### src/rtl/iram_axi_arb_if.sv
// ============================================================================
// iram_axi_arb_if : one AXI4-Lite port (aw/w/b/ar/r) with master/slave views
// Rev 1.0
// ============================================================================
`default_nettype none

interface iram_axi_arb_if;
  logic [31:0] awaddr;
  logic [2:0]  awprot;
  logic        awvalid;
  logic        awready;
  logic [31:0] wdata;
  logic [3:0]  wstrb;
  logic        wvalid;
  logic        wready;
  logic [1:0]  bresp;
  logic        bvalid;
  logic        bready;
  logic [31:0] araddr;
  logic [2:0]  arprot;
  logic        arvalid;
  logic        arready;
  logic [31:0] rdata;
  logic [1:0]  rresp;
  logic        rvalid;
  logic        rready;

  modport master (
    output awaddr, awprot, awvalid, input awready,
    output wdata, wstrb, wvalid, input wready,
    input  bresp, bvalid, output bready,
    output araddr, arprot, arvalid, input arready,
    input  rdata, rresp, rvalid, output rready
  );

  modport slave (
    input  awaddr, awprot, awvalid, output awready,
    input  wdata, wstrb, wvalid, output wready,
    output bresp, bvalid, input bready,
    input  araddr, arprot, arvalid, output arready,
    output rdata, rresp, rvalid, input rready
  );
endinterface

`default_nettype wire

### src/rtl/iram_axi_arb.sv
// ============================================================================
// iram_axi_arb : round-robin arbiter, two AXI4-Lite masters onto the IRAM port
// Rev 1.0
// ============================================================================
`default_nettype none

module iram_axi_arb (
  input  logic           clk,
  input  logic           rst_n,
  iram_axi_arb_if.slave  m0,
  iram_axi_arb_if.slave  m1,
  iram_axi_arb_if.master s,
  output logic [1:0]     grant_o
);

  typedef enum logic [2:0] {
    IDLE  = 3'd0,
    WADDR = 3'd1,
    WRESP = 3'd2,
    RADDR = 3'd3,
    RDATA = 3'd4
  } state_t;

  state_t r_state, w_state_nxt;
  logic   r_owner, w_owner_nxt;
  logic   r_last_owner, w_last_owner_nxt;
  logic   w_wr_req0, w_wr_req1, w_req0, w_req1, w_pick;

  logic [31:0] w_g_awaddr, w_g_wdata, w_g_araddr;
  logic [2:0]  w_g_awprot, w_g_arprot;
  logic [3:0]  w_g_wstrb;
  logic        w_g_awvalid, w_g_wvalid, w_g_bready, w_g_arvalid, w_g_rready;

  logic        w_gm_awready, w_gm_wready, w_gm_bvalid, w_gm_arready, w_gm_rvalid;
  logic [1:0]  w_gm_bresp, w_gm_rresp;
  logic [31:0] w_gm_rdata;

  assign w_wr_req0 = m0.awvalid & m0.wvalid;
  assign w_wr_req1 = m1.awvalid & m1.wvalid;
  assign w_req0    = w_wr_req0 | m0.arvalid;
  assign w_req1    = w_wr_req1 | m1.arvalid;

  assign w_g_awaddr  = r_owner ? m1.awaddr  : m0.awaddr;
  assign w_g_awprot  = r_owner ? m1.awprot  : m0.awprot;
  assign w_g_awvalid = r_owner ? m1.awvalid : m0.awvalid;
  assign w_g_wdata   = r_owner ? m1.wdata   : m0.wdata;
  assign w_g_wstrb   = r_owner ? m1.wstrb   : m0.wstrb;
  assign w_g_wvalid  = r_owner ? m1.wvalid  : m0.wvalid;
  assign w_g_bready  = r_owner ? m1.bready  : m0.bready;
  assign w_g_araddr  = r_owner ? m1.araddr  : m0.araddr;
  assign w_g_arprot  = r_owner ? m1.arprot  : m0.arprot;
  assign w_g_arvalid = r_owner ? m1.arvalid : m0.arvalid;
  assign w_g_rready  = r_owner ? m1.rready  : m0.rready;

  always_ff @(posedge clk or negedge rst_n) begin
    if (!rst_n) begin
      r_state      <= IDLE;
      r_owner      <= 1'b0;
      r_last_owner <= 1'b1;
    end else begin
      r_state      <= w_state_nxt;
      r_owner      <= w_owner_nxt;
      r_last_owner <= w_last_owner_nxt;
    end
  end

  always_comb begin
    w_state_nxt      = r_state;
    w_owner_nxt      = r_owner;
    w_last_owner_nxt = r_last_owner;
    w_pick           = 1'b0;
    case (r_state)
      IDLE: begin
        if (w_req0 | w_req1) begin
          // On a tie the master that did not finish last goes first
          w_pick      = (w_req0 & w_req1) ? ~r_last_owner : w_req1;
          w_owner_nxt = w_pick;
          w_state_nxt = (w_pick ? w_wr_req1 : w_wr_req0) ? WADDR : RADDR;
        end
      end
      WADDR: begin
        if (!(w_g_awvalid & w_g_wvalid))
          w_state_nxt = IDLE;
        else if (s.awready & s.wready)
          w_state_nxt = WRESP;
      end
      WRESP: begin
        if (s.bvalid & w_g_bready) begin
          w_state_nxt      = IDLE;
          w_last_owner_nxt = r_owner;
        end
      end
      RADDR: begin
        if (!w_g_arvalid)
          w_state_nxt = IDLE;
        else if (s.arready)
          w_state_nxt = RDATA;
      end
      RDATA: begin
        if (s.rvalid & w_g_rready) begin
          w_state_nxt      = IDLE;
          w_last_owner_nxt = r_owner;
        end
      end
      default: w_state_nxt = IDLE;
    endcase
  end

  always_comb begin
    s.awaddr     = 32'd0;
    s.awprot     = 3'd0;
    s.awvalid    = 1'b0;
    s.wdata      = 32'd0;
    s.wstrb      = 4'd0;
    s.wvalid     = 1'b0;
    s.bready     = 1'b0;
    s.araddr     = 32'd0;
    s.arprot     = 3'd0;
    s.arvalid    = 1'b0;
    s.rready     = 1'b0;
    w_gm_awready = 1'b0;
    w_gm_wready  = 1'b0;
    w_gm_bvalid  = 1'b0;
    w_gm_bresp   = 2'd0;
    w_gm_arready = 1'b0;
    w_gm_rvalid  = 1'b0;
    w_gm_rdata   = 32'd0;
    w_gm_rresp   = 2'd0;
    case (r_state)
      WADDR: begin
        s.awaddr     = w_g_awaddr;
        s.awprot     = w_g_awprot;
        s.awvalid    = w_g_awvalid;
        s.wdata      = w_g_wdata;
        s.wstrb      = w_g_wstrb;
        s.wvalid     = w_g_wvalid;
        w_gm_awready = s.awready;
        w_gm_wready  = s.wready;
      end
      WRESP: begin
        s.bready    = w_g_bready;
        w_gm_bvalid = s.bvalid;
        w_gm_bresp  = s.bresp;
      end
      RADDR: begin
        s.araddr     = w_g_araddr;
        s.arprot     = w_g_arprot;
        s.arvalid    = w_g_arvalid;
        w_gm_arready = s.arready;
      end
      RDATA: begin
        s.rready    = w_g_rready;
        w_gm_rvalid = s.rvalid;
        w_gm_rdata  = s.rdata;
        w_gm_rresp  = s.rresp;
      end
      default: ;
    endcase
  end

  // Responses are zero in IDLE, so gating by owner alone silences the loser
  assign m0.awready = w_gm_awready & ~r_owner;
  assign m0.wready  = w_gm_wready  & ~r_owner;
  assign m0.bvalid  = w_gm_bvalid  & ~r_owner;
  assign m0.bresp   = r_owner ? 2'd0 : w_gm_bresp;
  assign m0.arready = w_gm_arready & ~r_owner;
  assign m0.rvalid  = w_gm_rvalid  & ~r_owner;
  assign m0.rdata   = r_owner ? 32'd0 : w_gm_rdata;
  assign m0.rresp   = r_owner ? 2'd0 : w_gm_rresp;

  assign m1.awready = w_gm_awready & r_owner;
  assign m1.wready  = w_gm_wready  & r_owner;
  assign m1.bvalid  = w_gm_bvalid  & r_owner;
  assign m1.bresp   = r_owner ? w_gm_bresp : 2'd0;
  assign m1.arready = w_gm_arready & r_owner;
  assign m1.rvalid  = w_gm_rvalid  & r_owner;
  assign m1.rdata   = r_owner ? w_gm_rdata : 32'd0;
  assign m1.rresp   = r_owner ? w_gm_rresp : 2'd0;

  assign grant_o = (r_state == IDLE) ? 2'b00 : (r_owner ? 2'b10 : 2'b01);

endmodule

`default_nettype wire

### src/flat_wrapper.sv
// flat-port wrapper written by rule: the top's interface ports become plain ports
module iram_axi_arb_flat 
  (clk, rst_n, grant_o, m0_awaddr, m0_awprot, m0_awvalid, m0_awready, m0_wdata, m0_wstrb, m0_wvalid, m0_wready, m0_bresp, m0_bvalid, m0_bready, m0_araddr, m0_arprot, m0_arvalid, m0_arready, m0_rdata, m0_rresp, m0_rvalid, m0_rready, m1_awaddr, m1_awprot, m1_awvalid, m1_awready, m1_wdata, m1_wstrb, m1_wvalid, m1_wready, m1_bresp, m1_bvalid, m1_bready, m1_araddr, m1_arprot, m1_arvalid, m1_arready, m1_rdata, m1_rresp, m1_rvalid, m1_rready, s_awaddr, s_awprot, s_awvalid, s_awready, s_wdata, s_wstrb, s_wvalid, s_wready, s_bresp, s_bvalid, s_bready, s_araddr, s_arprot, s_arvalid, s_arready, s_rdata, s_rresp, s_rvalid, s_rready);
  iram_axi_arb_if m0_i ();
  iram_axi_arb_if m1_i ();
  iram_axi_arb_if s_i ();
  input  logic clk;
  input  logic rst_n;
  output logic [1:0] grant_o;
  input wire logic [$bits(m0_i.awaddr)-1:0] m0_awaddr;
  input wire logic [$bits(m0_i.awprot)-1:0] m0_awprot;
  input wire logic [$bits(m0_i.awvalid)-1:0] m0_awvalid;
  output wire logic [$bits(m0_i.awready)-1:0] m0_awready;
  input wire logic [$bits(m0_i.wdata)-1:0] m0_wdata;
  input wire logic [$bits(m0_i.wstrb)-1:0] m0_wstrb;
  input wire logic [$bits(m0_i.wvalid)-1:0] m0_wvalid;
  output wire logic [$bits(m0_i.wready)-1:0] m0_wready;
  output wire logic [$bits(m0_i.bresp)-1:0] m0_bresp;
  output wire logic [$bits(m0_i.bvalid)-1:0] m0_bvalid;
  input wire logic [$bits(m0_i.bready)-1:0] m0_bready;
  input wire logic [$bits(m0_i.araddr)-1:0] m0_araddr;
  input wire logic [$bits(m0_i.arprot)-1:0] m0_arprot;
  input wire logic [$bits(m0_i.arvalid)-1:0] m0_arvalid;
  output wire logic [$bits(m0_i.arready)-1:0] m0_arready;
  output wire logic [$bits(m0_i.rdata)-1:0] m0_rdata;
  output wire logic [$bits(m0_i.rresp)-1:0] m0_rresp;
  output wire logic [$bits(m0_i.rvalid)-1:0] m0_rvalid;
  input wire logic [$bits(m0_i.rready)-1:0] m0_rready;
  input wire logic [$bits(m1_i.awaddr)-1:0] m1_awaddr;
  input wire logic [$bits(m1_i.awprot)-1:0] m1_awprot;
  input wire logic [$bits(m1_i.awvalid)-1:0] m1_awvalid;
  output wire logic [$bits(m1_i.awready)-1:0] m1_awready;
  input wire logic [$bits(m1_i.wdata)-1:0] m1_wdata;
  input wire logic [$bits(m1_i.wstrb)-1:0] m1_wstrb;
  input wire logic [$bits(m1_i.wvalid)-1:0] m1_wvalid;
  output wire logic [$bits(m1_i.wready)-1:0] m1_wready;
  output wire logic [$bits(m1_i.bresp)-1:0] m1_bresp;
  output wire logic [$bits(m1_i.bvalid)-1:0] m1_bvalid;
  input wire logic [$bits(m1_i.bready)-1:0] m1_bready;
  input wire logic [$bits(m1_i.araddr)-1:0] m1_araddr;
  input wire logic [$bits(m1_i.arprot)-1:0] m1_arprot;
  input wire logic [$bits(m1_i.arvalid)-1:0] m1_arvalid;
  output wire logic [$bits(m1_i.arready)-1:0] m1_arready;
  output wire logic [$bits(m1_i.rdata)-1:0] m1_rdata;
  output wire logic [$bits(m1_i.rresp)-1:0] m1_rresp;
  output wire logic [$bits(m1_i.rvalid)-1:0] m1_rvalid;
  input wire logic [$bits(m1_i.rready)-1:0] m1_rready;
  output wire logic [$bits(s_i.awaddr)-1:0] s_awaddr;
  output wire logic [$bits(s_i.awprot)-1:0] s_awprot;
  output wire logic [$bits(s_i.awvalid)-1:0] s_awvalid;
  input wire logic [$bits(s_i.awready)-1:0] s_awready;
  output wire logic [$bits(s_i.wdata)-1:0] s_wdata;
  output wire logic [$bits(s_i.wstrb)-1:0] s_wstrb;
  output wire logic [$bits(s_i.wvalid)-1:0] s_wvalid;
  input wire logic [$bits(s_i.wready)-1:0] s_wready;
  input wire logic [$bits(s_i.bresp)-1:0] s_bresp;
  input wire logic [$bits(s_i.bvalid)-1:0] s_bvalid;
  output wire logic [$bits(s_i.bready)-1:0] s_bready;
  output wire logic [$bits(s_i.araddr)-1:0] s_araddr;
  output wire logic [$bits(s_i.arprot)-1:0] s_arprot;
  output wire logic [$bits(s_i.arvalid)-1:0] s_arvalid;
  input wire logic [$bits(s_i.arready)-1:0] s_arready;
  input wire logic [$bits(s_i.rdata)-1:0] s_rdata;
  input wire logic [$bits(s_i.rresp)-1:0] s_rresp;
  input wire logic [$bits(s_i.rvalid)-1:0] s_rvalid;
  output wire logic [$bits(s_i.rready)-1:0] s_rready;
  assign m0_i.awaddr = m0_awaddr;
  assign m0_i.awprot = m0_awprot;
  assign m0_i.awvalid = m0_awvalid;
  assign m0_awready = m0_i.awready;
  assign m0_i.wdata = m0_wdata;
  assign m0_i.wstrb = m0_wstrb;
  assign m0_i.wvalid = m0_wvalid;
  assign m0_wready = m0_i.wready;
  assign m0_bresp = m0_i.bresp;
  assign m0_bvalid = m0_i.bvalid;
  assign m0_i.bready = m0_bready;
  assign m0_i.araddr = m0_araddr;
  assign m0_i.arprot = m0_arprot;
  assign m0_i.arvalid = m0_arvalid;
  assign m0_arready = m0_i.arready;
  assign m0_rdata = m0_i.rdata;
  assign m0_rresp = m0_i.rresp;
  assign m0_rvalid = m0_i.rvalid;
  assign m0_i.rready = m0_rready;
  assign m1_i.awaddr = m1_awaddr;
  assign m1_i.awprot = m1_awprot;
  assign m1_i.awvalid = m1_awvalid;
  assign m1_awready = m1_i.awready;
  assign m1_i.wdata = m1_wdata;
  assign m1_i.wstrb = m1_wstrb;
  assign m1_i.wvalid = m1_wvalid;
  assign m1_wready = m1_i.wready;
  assign m1_bresp = m1_i.bresp;
  assign m1_bvalid = m1_i.bvalid;
  assign m1_i.bready = m1_bready;
  assign m1_i.araddr = m1_araddr;
  assign m1_i.arprot = m1_arprot;
  assign m1_i.arvalid = m1_arvalid;
  assign m1_arready = m1_i.arready;
  assign m1_rdata = m1_i.rdata;
  assign m1_rresp = m1_i.rresp;
  assign m1_rvalid = m1_i.rvalid;
  assign m1_i.rready = m1_rready;
  assign s_awaddr = s_i.awaddr;
  assign s_awprot = s_i.awprot;
  assign s_awvalid = s_i.awvalid;
  assign s_i.awready = s_awready;
  assign s_wdata = s_i.wdata;
  assign s_wstrb = s_i.wstrb;
  assign s_wvalid = s_i.wvalid;
  assign s_i.wready = s_wready;
  assign s_i.bresp = s_bresp;
  assign s_i.bvalid = s_bvalid;
  assign s_bready = s_i.bready;
  assign s_araddr = s_i.araddr;
  assign s_arprot = s_i.arprot;
  assign s_arvalid = s_i.arvalid;
  assign s_i.arready = s_arready;
  assign s_i.rdata = s_rdata;
  assign s_i.rresp = s_rresp;
  assign s_i.rvalid = s_rvalid;
  assign s_rready = s_i.rready;
  iram_axi_arb u_core (.clk(clk), .rst_n(rst_n), .m0(m0_i), .m1(m1_i), .s(s_i), .grant_o(grant_o));
endmodule
### config.mk
export PLATFORM = sky130hd
export DESIGN_NAME = iram_axi_arb_flat
export DESIGN_NICKNAME = d
export VERILOG_FILES = /design/src/rtl/iram_axi_arb_if.sv /design/src/rtl/iram_axi_arb.sv /design/src/flat_wrapper.sv
export SDC_FILE = /design/constraint.sdc
export NUM_CORES = 1
export LEC_CHECK = 0
export BUFFER_PORTS_ARGS = -buffer_cell sky130_fd_sc_hd__clkbuf_2
export CAP_MARGIN = 25
export CORE_AREA = 2 2 177 179
export DETAILED_ROUTE_END_ITERATION = 10
export DIE_AREA = 0 0 179 181
export PLACE_DENSITY = 0.36
export REMOVE_ABC_BUFFERS = 1
export SYNTH_ARGS = -nofsm -noshare
export SYNTH_HDL_FRONTEND = slang
export SYNTH_SLANG_ARGS = --single-unit
### constraint.sdc
create_clock -name clk -period 1.7 [get_ports clk]
set_input_delay 0.085 -clock clk [delete_from_list [all_inputs] [get_ports clk]]
set_output_delay 0.085 -clock clk [all_outputs]
set_load 0.02 [all_outputs]
## Yosys cells after proc, flatten, opt, wreduce, memory -nomap -nowiden

Cells that the tools add are included.

| cells by class | value |
|---|---|
| equal/unequal tests | 9 |
| multiplexer cells | 52 |
| bitwise logic cells | 22 |
| reductions and logical operators | 5 |

Operators with widths:

| kind | number |
|---|---|
| 32-bit 2-to-1 mux | 9 |
| 3-bit 2-to-1 mux | 11 |
| 1-bit 2-to-1 mux | 19 |
| 2-bit 2-to-1 mux | 9 |
| 1-bit bitwise AND | 17 |
| 3-bit one-hot mux with 5 select lines | 1 |
| 4-bit 2-to-1 mux | 2 |
| 3-bit by 2-bit equality test with 1-bit output, second input constant | 2 |
| 2-bit by 1-bit inequality test with 1-bit output, second input constant | 3 |
| 3-bit inequality test, second input constant | 2 |
| 5-bit AND reduction | 1 |
| 3-bit by 1-bit equality test with 1-bit output, second input constant | 1 |
| 3-bit equality test, second input constant | 1 |
| 3-bit logical NOT | 1 |
| 1-bit OR | 3 |
| 3-bit AND reduction | 1 |
| 1-bit NOT | 2 |
| 1-bit one-hot mux with 2 select lines | 1 |
| 2-bit AND reduction | 1 |
| 2-bit nonzero test | 1 |

| word-level totals | value |
|---|---|
| flip-flop bits (word level) | 5 |
| input port bits | 265 |
| output and inout port bits | 195 |
| logic and storage cells | 91 |

## Depth between registers and ports, before layout

Gate-level depths: netlist of the first run.

| depth | value |
|---|---|
| depth after elaboration | 8 |
| depth in mapped cells | 6 |
| depth with buffers taken out | 5 |

## Least setup slack after synthesis of the first run

No wires, ideal clock.

| timing | value |
|---|---|
| path type | reg-to-reg |
| start | register u_core.r_state[1] |
| end | register u_core.r_state[0] |
| setup time | 128 ps |
| arrival | 1716 ps |
| required time | 1572 ps |
| slack | -144 ps |
| cell stages (with the launch flop) | 6 |
| path buffers | 1 |
| clock period less this slack | 1844 ps |
| cells stage by stage | dfrtp_1 > buf_6 > or3b_1 > a2111o_1 > o2111ai_2 > mux2_1 |

| between the ends | value |
|---|---|
| longest elaborated chain between the ends | 3 |
| elaborated cells on any way between the ends | 12 |
| those cells by class | eq/ne (9); mux (1); reduce/logical (2) |

RTL lines:

| item | line | source |
|---|---|---|
| start: declaration | iram_axi_arb.sv:24 | `state_t r_state, w_state_nxt;` |
| start signal: assignment | iram_axi_arb.sv:61 | `r_state <= w_state_nxt;` |
| 3-bit by 1-bit equality test with 1-bit output, or another cell as far along | iram_axi_arb.sv:72 | `case (r_state)` |
| 3-bit inequality test (no line) or 2-bit by 1-bit inequality test with 1-bit output (tied branches) | - |  |
| 5-bit AND reduction (no line) | - |  |

Several ways; a longest one is shown, not always the timed one.
A chain may end at the register's enable or synchronous reset.

## Worst setup path in the final report of the first run

| timing | value |
|---|---|
| start | register u_core.r_owner |
| end | register u_core.r_state[1] |

| between the ends | value |
|---|---|
| longest elaborated chain between the ends | 4 |
| elaborated cells on any way between the ends | 16 |
| those cells by class | eq/ne (4); mux (8); bitwise (3); reduce/logical (1) |

RTL lines:

| item | line | source |
|---|---|---|
| start: declaration | iram_axi_arb.sv:25 | `logic r_owner, w_owner_nxt;` |
| start signal: assignment | iram_axi_arb.sv:62 | `r_owner <= w_owner_nxt;` |
| 1-bit 2-to-1 mux, on equally long branches | - |  |
| 1-bit bitwise AND, on equally long branches | iram_axi_arb.sv:82, iram_axi_arb.sv:88, iram_axi_arb.sv:100 |  |
| 3-bit inequality test (no line), or another cell as far along | - |  |
| 5-bit AND reduction (no line) or 3-bit one-hot mux with 5 select lines (tied branches) | - |  |

Several ways; a longest one is shown, not always the timed one.

==> results of run 1 <==
[synth_stat cells]
| cell | n | area share |
|---|---|---|
| nor3b_1 | 2 | 0.0058 |
| nand3b_1 | 1 | 0.0029 |
| o21ai_0 | 2 | 0.0038 |
| nand3_1 | 1 | 0.0019 |
| nand2_1 | 3 | 0.0043 |
| o21a_1 | 1 | 0.0029 |
| clkbuf_1 | 26 | 0.037 |
| mux2_2 | 1 | 0.0043 |
| a2bb2oi_1 | 1 | 0.0034 |
| buf_2 | 12 | 0.023 |
| nor2_1 | 116 | 0.17 |
| or2_2 | 1 | 0.0024 |
| dfrtp_1 | 4 | 0.038 |
| nor3_1 | 7 | 0.013 |
| o32a_1 | 1 | 0.0038 |
| dfstp_2 | 1 | 0.010 |
| clkbuf_2 | 1 | 0.0019 |
| inv_1 | 5 | 0.0072 |
| o32ai_1 | 1 | 0.0034 |
| nor3b_2 | 1 | 0.0048 |
| a31oi_1 | 1 | 0.0024 |
| o21bai_1 | 1 | 0.0029 |
| and3_1 | 76 | 0.18 |
| mux2_1 | 2 | 0.0086 |
| buf_6 | 1 | 0.0043 |
| buf_4 | 1 | 0.0029 |
| nor2b_1 | 2 | 0.0048 |
| o2111ai_2 | 1 | 0.0058 |
| a2111o_1 | 1 | 0.0043 |
| a21oi_1 | 2 | 0.0038 |
| mux2i_1 | 111 | 0.43 |
| or3_1 | 1 | 0.0024 |
| buf_1 | 2 | 0.0029 |
| or3b_1 | 1 | 0.0034 |
[cell type report]
type	count	area [µm²]	share of cell area
Timing Repair Buffer	536	4470	0.534
Multi-Input combinational cell	338	3170	0.379
Tap cell	396	495	0.0591
Sequential cell	5	130	0.0155
Clock buffer	4	78.8	0.00941
Inverter	5	22.5	0.00269
Antenna cell	2	5.00	0.000597
[where the power goes]
group	switching, mW	internal [mW]
Clock	0.0840	0.311
Combinational	5.89	5.79
Sequential	0.0712	0.195
[worst register-to-register path, stage by stage (launching register included)]
cell       delay (ps)
dfrtp_4           520
buf_6             160
mux2i_2           160
a2111o_1          430
o2111ai_4         140
mux2_4            330
[registers in the layout (all words and copies together) (netlist names)]
signal,cells
u_core.r_state,3
u_core.r_last_owner,1
u_core.r_owner,1
[stage by stage]
stage	total power, mW	utilization	TNS (ps)
final	12.3	0.276	-7950
after global routing	13.0	0.276	-15850
after global placement	6.97	0.182	-150
after detailed placement	6.92	0.182	-309
after floorplan	3.39	-	-676390
after CTS	8.97	0.215	-11880
[cells in the final DEF (no fill, tap or decap), drive strengths merged]
cell type / count
a31oi: 1
o32ai: 1
diode: 2
dfrtp: 4
a21oi: 2
o32a: 1
nand2: 3
nand3b: 1
buf: 232
mux2i: 111
inv: 4
nor2: 116
nor3b: 3
and3: 76
a2111o: 1
bufbuf: 1
o21a: 1
dlygate4sd3: 1
a2bb2oi: 1
nor3: 7
or2: 1
or3: 1
o21bai: 1
o21ai: 2
mux2: 3
nor2b: 2
o2111ai: 1
or3b: 1
dfstp: 1
nand3: 1
clkinvlp: 1
clkbuf: 306
[worst max-delay path by stage]
| stage | slack, ps | start | depth (start not counted) | endpoint |
|---|---|---|---|---|
| floorplan | -4840 | u_core.r_owner | 2 | m1_arready |
| global placement | -70 | u_core.r_owner | 5 | u_core.r_state[1] |
| detailed placement | -70 | u_core.r_state[2] | 4 | u_core.r_state[0] |
| CTS | -130 | u_core.r_state[2] | 5 | s_awaddr[2] |
| global route | -180 | u_core.r_owner | 5 | u_core.r_state[1] |
| finish | -150 | u_core.r_owner | 5 | u_core.r_state[1] |
[cells by family (layout without fill, tap and decap cells)]
kind of cell | Yosys count | after routing | synth area share
AOI/OAI and AO/OA | 12 | 12 | 0.0365
buffers and inverters | 48 | 545 | 0.0797
DFF | 5 | 5 | 0.0485
muxes | 114 | 114 | 0.439
other | 0 | 2 | 0
and+or+nand+nor | 212 | 212 | 0.396
[routing by layer]
metal	routed length, µm	up-vias
met5	0	-
li1	-	2377
met1	7320	2324
met2	12600	281
met3	1640	15
met4	246	0
[timing repair]
item / CTS / global route
setup buffers: 10 / 15
pin swaps: 7 / 64
setup endpoints to repair: 150 / 191
resized for setup: 189 / 568
cloned: 6 / 14
endpoints found under the hold margin: 5 / 0
hold buffers: 1 / 0
==> flow_summary.yaml, run 1 <==
status:
  status: "complete, but fails checks"
  violations: "setup timing"
clock_tree:
  clockBufferDepth: 2
  cts_max_level: 1
  cts_root_buf: "clkbuf_16"
  clock_latency_ps: 230
  cts.clk_slew.worst_paths_ps: 30
  numCtsBuffers: 3
  cts.sinks: 5
  cts_tree: "done"
synthesis:
  ys_types: 34
  yosysSeqAreaShare: 0.0485
  ys_ff_latch: 5
  synth.avg_cell_area_um2: 6.66
  synth-warning-count: 0
  postSynthCellCount: 391
  syn_area_mm2: 0.00260
route:
  drt_iter0_drc: 96
  drcViolationCount: 0
  vias_per_cell: 3.89
  routed_wl_um: 21800
  dr.pass1.iters: 4
  wire_per_inst_um: 17.0
  ant_nets: 0
  vias: 4997
sta:
  holdWs_ps: 275
  rsz0062_at_grt: "yes"
  slew_headroom: 0.769
  slew_viol_final: 0
  worstMarginPinSlew_ps: 337
  skew_ps: 2.02
  period_share: 1.09
  setup_viol: 138
  setup_slack_ps: -147
  hold_violations: 0
  fmax_mhz: 541
  min_period_ps: 1850
placed_design:
  portBuffers: 459
  pre_cts_slack_ps: -69.9
  hpwl_um: 14900
  placed_area_mm2: 0.00554
  gp_congestion: 0.790
  dp.cells: 1235
global_route:
  use_met2: 0.214
  grt_pass1_wl_um: 25200
  overflow: 0
  busiest_layer: "met2"
  grtUsageMet1: 0.105
  track_usage: 0.104
  use_met3: 0.0170
  grt_max_degree: 38
  antenna_found_initial: 2
  first_global_vias: 4539
floorplanning:
  die_h_um: 181
  dieArea_mm2: 0.0324
  core.rowCount: 64
  die_w_um: 179
  initial_core_util: 0.0858
  coreArea_mm2: 0.0303
  ioPinCount: 460
worst_setup_path:
  r2r_setup_slack_ps: -150
  r2r-start: "u_core.r_owner"
  crit_chain: "buf_6 > mux2i_2 > a2111o_1 > o2111ai_4 > mux2_4"
  cpLargestDelayFamily: "compound AO/OA/AOI/OAI gates"
  crit_buf_inv: 1
  arrival_ps: 1960
  crit_type: "flop to flop"
  worst_path_max_delay_cell: "dfrtp_4"
  worstSetupStartpointType: "flop"
  endpoint_kind: "flop"
  r2r_end: "u_core.r_state[1]"
  r2r_cells: 5
  crit_fanout: 5
  slowest_delay_ps: 520
  worstPathRequired_ps: 1810
layout:
  layout-drive-gt1-share: 0.776
  area_growth_pct: 222
  fillers: 3214
  nets: 1154
  layout.cells.non_filler: 1286
  fin_area_mm2: 0.00838
power:
  powerDensity_mw_per_mm2: 1470
  leakage_nw: 4.45
  peakVddDrop_uv: 722
min_path:
  holdCritPathClass: "input port to async pin"
flow_run:
  drv_cap: 0
Note: power is estimated with default switching activity, not from simulation.
==> inputs of run 2 (changes only) <==
--- a/config.mk
+++ b/config.mk
@@ -5,11 +5,12 @@
 export SDC_FILE = /design/constraint.sdc
 export NUM_CORES = 1
 export LEC_CHECK = 0
+export ABC_AREA = 1
 export BUFFER_PORTS_ARGS = -buffer_cell sky130_fd_sc_hd__clkbuf_2
 export CAP_MARGIN = 25
-export CORE_AREA = 2 2 177 179
+export CORE_AREA = 2 2 180 182
 export DETAILED_ROUTE_END_ITERATION = 10
-export DIE_AREA = 0 0 179 181
+export DIE_AREA = 0 0 182 184
 export PLACE_DENSITY = 0.36
 export REMOVE_ABC_BUFFERS = 1
 export SYNTH_ARGS = -nofsm -noshare
==> run 2 against run 1 <==
The flow still finishes with violations (setup timing). Via count grew 18%. Global-route usage up 0.59 points. Total power down 12%. Sequential power down 5%. Hold slack got worse by 83 ps. Core utilization fell by 3.1 points. Critical path depth increased by 2. Synthesized cell count increased by 65%. Highest routed layer unchanged.
==> flow_summary.yaml, run 2 <==
min_path:
  min_from: "s_rvalid"
  holdCritPathClass: "input port to flop"
  hold_path_end: "u_core.r_state[2]"
  whs_path_depth: 4
layout:
  multi_input_area_mm2: 0.00275
  layout-drive-gt1-share: 0.574
  nets: 1397
  most-common-layout-cells: "clkbuf_2, nand2_1, inv_1"
  final_common_cell: "clkbuf_2"
  fillers: 3557
  layout.cells.non_filler: 1533
  seq_area_um2: 130
  diodes: 0
  largest_reg_flops: 3
  fin_util: 0.245
  reg_top3: "u_core.r_state x3, u_core.r_last_owner x1, u_core.r_owner x1"
  top_register: "u_core.r_state"
  fin_area_mm2: 0.00769
  area_growth_pct: 165
synthesis:
  synth_top_area_share: 0.409
  synth_area_leaders: "nand2_1, a21oi_1, nor3_1, inv_1, nor3_2"
  syn_area_mm2: 0.00291
  yosys.area.top_type: "nand2_1"
  async_reset_ff_frac: 1.00
  synth.most_common_cell: "nand2_1"
  synth-warning-count: 0
  synth_commonest_cells: "nand2_1, inv_1, a21oi_1, nor3_1, buf_2"
  yosys_most_used_dff: "dfrtp_1"
  ys_types: 19
  synth.avg_cell_area_um2: 4.49
  ys_ff_latch: 5
  postSynthCellCount: 647
  yosysSeqAreaShare: 0.0435
  synth_edf_count: 0
sta:
  setup_viol: 22
  slew_viol_final: 0
  fmax_mhz: 570
  setup_slack_ps: -53.6
  slew_headroom: 0.745
  min_period_ps: 1750
  rsz0062_at_grt: "yes"
  worstMarginPinSlew_ps: 382
  skew_ps: 3.67
  tns_ps: -558
  hold_violations: 0
  period_share: 1.03
clock_tree:
  clock_latency_ps: 230
  cts_root_buf: "clkbuf_16"
  cts.sinks: 5
  numCtsBuffers: 3
  cts_max_level: 1
  clockBufferDepth: 2
  cts.clk_slew.worst_paths_ps: 40
  cts_tree: "done"
route:
  ant_nets: 0
  drcViolationCount: 0
  drt_iter0_drc: 179
  dr.pass1.iters: 4
  routed_wl_um: 23000
  wire_per_inst_um: 15.0
  vias_per_cell: 3.83
  vias: 5874
status:
  status: "complete, but fails checks"
  violations: "setup timing"
power:
  leakage_nw: 4.61
  p_total_mw: 10.9
  powerDensity_mw_per_mm2: 1410
  peakVddDrop_uv: 561
global_route:
  grt_pass1_wl_um: 29100
  antenna_found_initial: 0
  first_global_vias: 5378
  overflow: 0
  grt_max_degree: 77
  track_usage: 0.110
worst_setup_path:
  r2r-start: "u_core.r_owner"
  r2r_cells: 10
  arrival_ps: 1670
  r2r_end: "u_core.r_state[1]"
  crit_type: "flop to output pin"
  worstPathRequired_ps: 1620
  r2r_setup_slack_ps: 130
  endpoint_kind: "output pin"
  worstSetupStartpointType: "flop"
  crit_fanout: 48
floorplanning:
  ioPinCount: 460
  core.rowCount: 65
  dieArea_mm2: 0.0335
  die_h_um: 184
  die_w_um: 182
  initial_core_util: 0.0926
  coreArea_mm2: 0.0314
placed_design:
  dp.cells: 1487
  portBuffers: 459
  placed_area_mm2: 0.00586
  hpwl_um: 16200
  gp_congestion: 0.833
flow_run:
  drv_cap: 0
[run 2: cell count changes in the layout (fill, tap and decap cells not counted), sizes merged, moves of 3 or more]
cell,before,now
and3,76,0
nand2,3,317
nor3b,3,0
buf,232,160
nand3,1,8
mux2,3,0
inv,4,92
a21oi,2,74
clkbuf,306,370
nor3,7,84
mux2i,111,0
nor2,116,11
[run 2: cell families after synthesis]
group                  after synthesis  share of synthesized area
AO/OA/AOI/OAI                       78                      0.138
buffers and inverters              144                      0.205
flip-flops                           5                     0.0435
AND/OR/NAND/NOR                    420                      0.614
[run 2: area by class of cell]
type,instances,share of cell area
flip-flops and latches,5,0.0169
clock buffers,3,0.00976
inverters,93,0.0476
well taps,402,0.0654
repair buffers,531,0.503
multi-input cells,498,0.357
clock inverters,1,0.000650
[run 2: per-layer routing]
metal  global-route usage  part of all wire
met5                    0                 0
met2                0.215              0.51
met3               0.0162             0.072
met4               0.0265             0.021
met1                0.123              0.40
[run 2: report_power, final]
| group | switching, mW | leakage, nW | total [mW] | internal (mW) |
|---|---|---|---|---|
| clock network | 0.0804 | 0.0409 | 0.388 | 0.308 |
| logic | 5.89 | 4.51 | 10.2 | 4.34 |
| registers | 0.0630 | 0.0601 | 0.253 | 0.190 |
[run 2: metrics by stage]
stage	hold WS (ps)	worst slack [ps]
after global placement	-70.3	88.7
after floorplan	-211	-4020
final	192	-53.6
after global routing	221	-156
after detailed placement	-72.8	100
after CTS	210	-60.3
[run 2: critical path: stages (launching register included)]
cell and delay [ps]:
dfrtp_1 370, buf_4 140, inv_1 100, nand3_4 90, buf_12 190, buf_4 190
a21oi_1 130, clkbuf_4 190
[run 2: worst max-delay path by stage]
stage	startpoint	endpoint	slack [ps]	cells past startpoint
after global routing	u_core.r_state[1]	m0_wready	-160	7
after CTS	u_core.r_state[1]	s_wdata[2]	-60	7
after global placement	u_core.r_owner	s_wstrb[2]	90	6
final	u_core.r_state[1]	s_wdata[2]	-50	7
after floorplan	u_core.r_owner	u_core.r_last_owner	-4020	8
after detailed placement	u_core.r_state[1]	m0_rdata[11]	100	7
[run 2: repair_timing]
action	in CTS	in global routing
endpoints found under the hold margin	5	0
pin swaps	4	34
resized for setup	86	309
buffers inserted	9	14
endpoints found under the setup margin	126	158
hold buffers	1	0
gates cloned	5	13
==> inputs of run 3 (changes only) <==
--- a/config.mk
+++ b/config.mk
@@ -11,6 +11,7 @@
 export CORE_AREA = 2 2 180 182
 export DETAILED_ROUTE_END_ITERATION = 10
 export DIE_AREA = 0 0 182 184
+export GPL_TIMING_DRIVEN = 0
 export PLACE_DENSITY = 0.36
 export REMOVE_ABC_BUFFERS = 1
 export SYNTH_ARGS = -nofsm -noshare
==> run 3 against run 2 <==
The flow still finishes with violations (setup timing). Critical path depth stayed put. Die area unchanged. Combinational power decreased by 3%. Register-to-register slack worse by 90 ps. Fmax rose by 1.3%. Worst setup slack improved by 22 ps. First-iteration DRC count up 13%. Final cell count decreased by 1.0%. Total power down 3.4%. Hold slack gained 33 ps. Global-route usage rose by 1.4 points. Critical path type unchanged.
==> flow_summary.yaml, run 3 (synthesis gave the netlist of run 2 again) <==
layout:
  multi_input_area_mm2: 0.00257
  seq_area_um2: 133
  fillers: 3613
  most-common-layout-cells: "clkbuf_2, nand2_1, inv_1"
  reg_top3: "u_core.r_state x3, u_core.r_last_owner x1, u_core.r_owner x1"
  nets: 1381
  final_common_cell: "clkbuf_2"
  diodes: 0
  top_register: "u_core.r_state"
  largest_reg_flops: 3
  layout-drive-gt1-share: 0.556
  area_growth_pct: 151
  fin_area_mm2: 0.00729
  layout.cells.non_filler: 1517
sta:
  period_share: 1.02
  worstMarginPinSlew_ps: 317
  tns_ps: -57.3
  skew_ps: 0.319
  fmax_mhz: 578
  slew_viol_final: 0
  holdWs_ps: 225
  rsz0062_at_grt: "yes"
  min_period_ps: 1730
  hold_violations: 0
  slew_headroom: 0.787
  setup_viol: 3
  setup_slack_ps: -31.3
placed_design:
  pre_cts_slack_ps: -707
  dp.cells: 1462
  portBuffers: 459
  placed_area_mm2: 0.00561
  hpwl_um: 15000
  gp_congestion: 0.789
floorplanning:
  initial_core_util: 0.0926
  core.rowCount: 65
  dieArea_mm2: 0.0335
  die_w_um: 182
  die_h_um: 184
  ioPinCount: 460
  coreArea_mm2: 0.0314
worst_setup_path:
  r2r_cells: 10
  crit_type: "flop to output pin"
  r2r-start: "u_core.r_owner"
  worstSetupStartpointType: "flop"
  r2r_setup_slack_ps: 40
  r2r_end: "u_core.r_state[0]"
  crit_fanout: 8
  endpoint_kind: "output pin"
  arrival_ps: 1650
  worstPathRequired_ps: 1620
route:
  vias: 5864
  dr.pass1.iters: 4
  ant_nets: 0
  drcViolationCount: 0
  wire_per_inst_um: 16.5
  drt_iter0_drc: 203
  vias_per_cell: 3.87
  routed_wl_um: 25000
clock_tree:
  clockBufferDepth: 2
  cts_root_buf: "clkbuf_16"
  cts.clk_slew.worst_paths_ps: 30
  cts.sinks: 5
  clock_latency_ps: 230
  numCtsBuffers: 3
  cts_max_level: 1
  cts_tree: "done"
global_route:
  antenna_found_initial: 0
  overflow: 0
  grt_max_degree: 42
  first_global_vias: 5573
  grt_pass1_wl_um: 32200
  track_usage: 0.123
power:
  powerDensity_mw_per_mm2: 1440
  leakage_nw: 4.44
  peakVddDrop_uv: 634
min_path:
  holdCritPathClass: "input port to async pin"
status:
  violations: "setup timing"
  status: "complete, but fails checks"
flow_run:
  drv_cap: 0
[run 3: changes by cell type in the layout (fill, tap and decap cells not counted), moves of 6 or more]
cell / delta
buf_6: -29
buf_2: +40
nor3_1: +8
buf_12: -6
nor3_2: +9
clkbuf_4: -10
clkbuf_2: -9
nand2_2: -6
clkbuf_8: +6
nor3_4: -17
buf_4: -15
nand2_1: +8
buf_16: +8
[run 3: repair_timing]
action                                  4_1_cts  5_1_grt
endpoints found under the setup margin      190      176
hold endpoints to repair                      5        0
cloned                                       14       14
pin swaps                                     7        6
hold buffers                                  1        0
gates resized for setup                      99      236
buffers inserted                             16        7
[run 3: layer usage]
layer,GRT usage,vias to the layer above,share of wire
li1,-,2915,-
met1,0.146,2622,0.42
met2,0.238,290,0.50
met3,0.0127,37,0.057
met4,0.0268,0,0.030
met5,0,-,0
[run 3: through the flow]
| stage | util | power, mW |
|---|---|---|
| 2_1_floorplan | - | 3.50 |
| 3_3_place_gp | 0.174 | 4.06 |
| 3_5_place_dp | 0.179 | 6.75 |
| 4_1_cts | 0.207 | 9.15 |
| 5_1_grt | 0.232 | 11.3 |
| 6_report | 0.232 | 10.5 |
[run 3: final cells by class]
type,count,share of cell area
clock buffers,4,0.0108
inverters,93,0.0512
multi-input cells,499,0.353
flip-flops and latches,5,0.0182
well taps,402,0.0690
repair buffers,510,0.487
repair inverters,4,0.0113
[run 3: worst max-delay path by stage]
| stage | start | end | slack [ps] |
|---|---|---|---|
| after floorplan | u_core.r_owner | u_core.r_last_owner | -4020 |
| after global placement | u_core.r_owner | u_core.r_last_owner | -7870 |
| after detailed placement | u_core.r_owner | u_core.r_state[1] | -710 |
| after CTS | u_core.r_state[0] | m1_rdata[6] | -20 |
| final | u_core.r_state[0] | m0_rdata[18] | -30 |
| after global routing | u_core.r_state[0] | m1_rdata[6] | -70 |
[run 3: power breakdown]
group          switching [mW]  internal [mW]  leakage, nW
Sequential             0.0772          0.193       0.0574
Clock                  0.0763          0.311       0.0382
Combinational            6.07           3.78         4.35
[run 3: critical path, stage by stage, from the launching register on]
cell	delay (ps)
dfrtp_2	440
nor2_2	110
inv_2	60
nor2_4	150
inv_8	90
buf_16	160
nor3_4	200
clkbuf_8	200
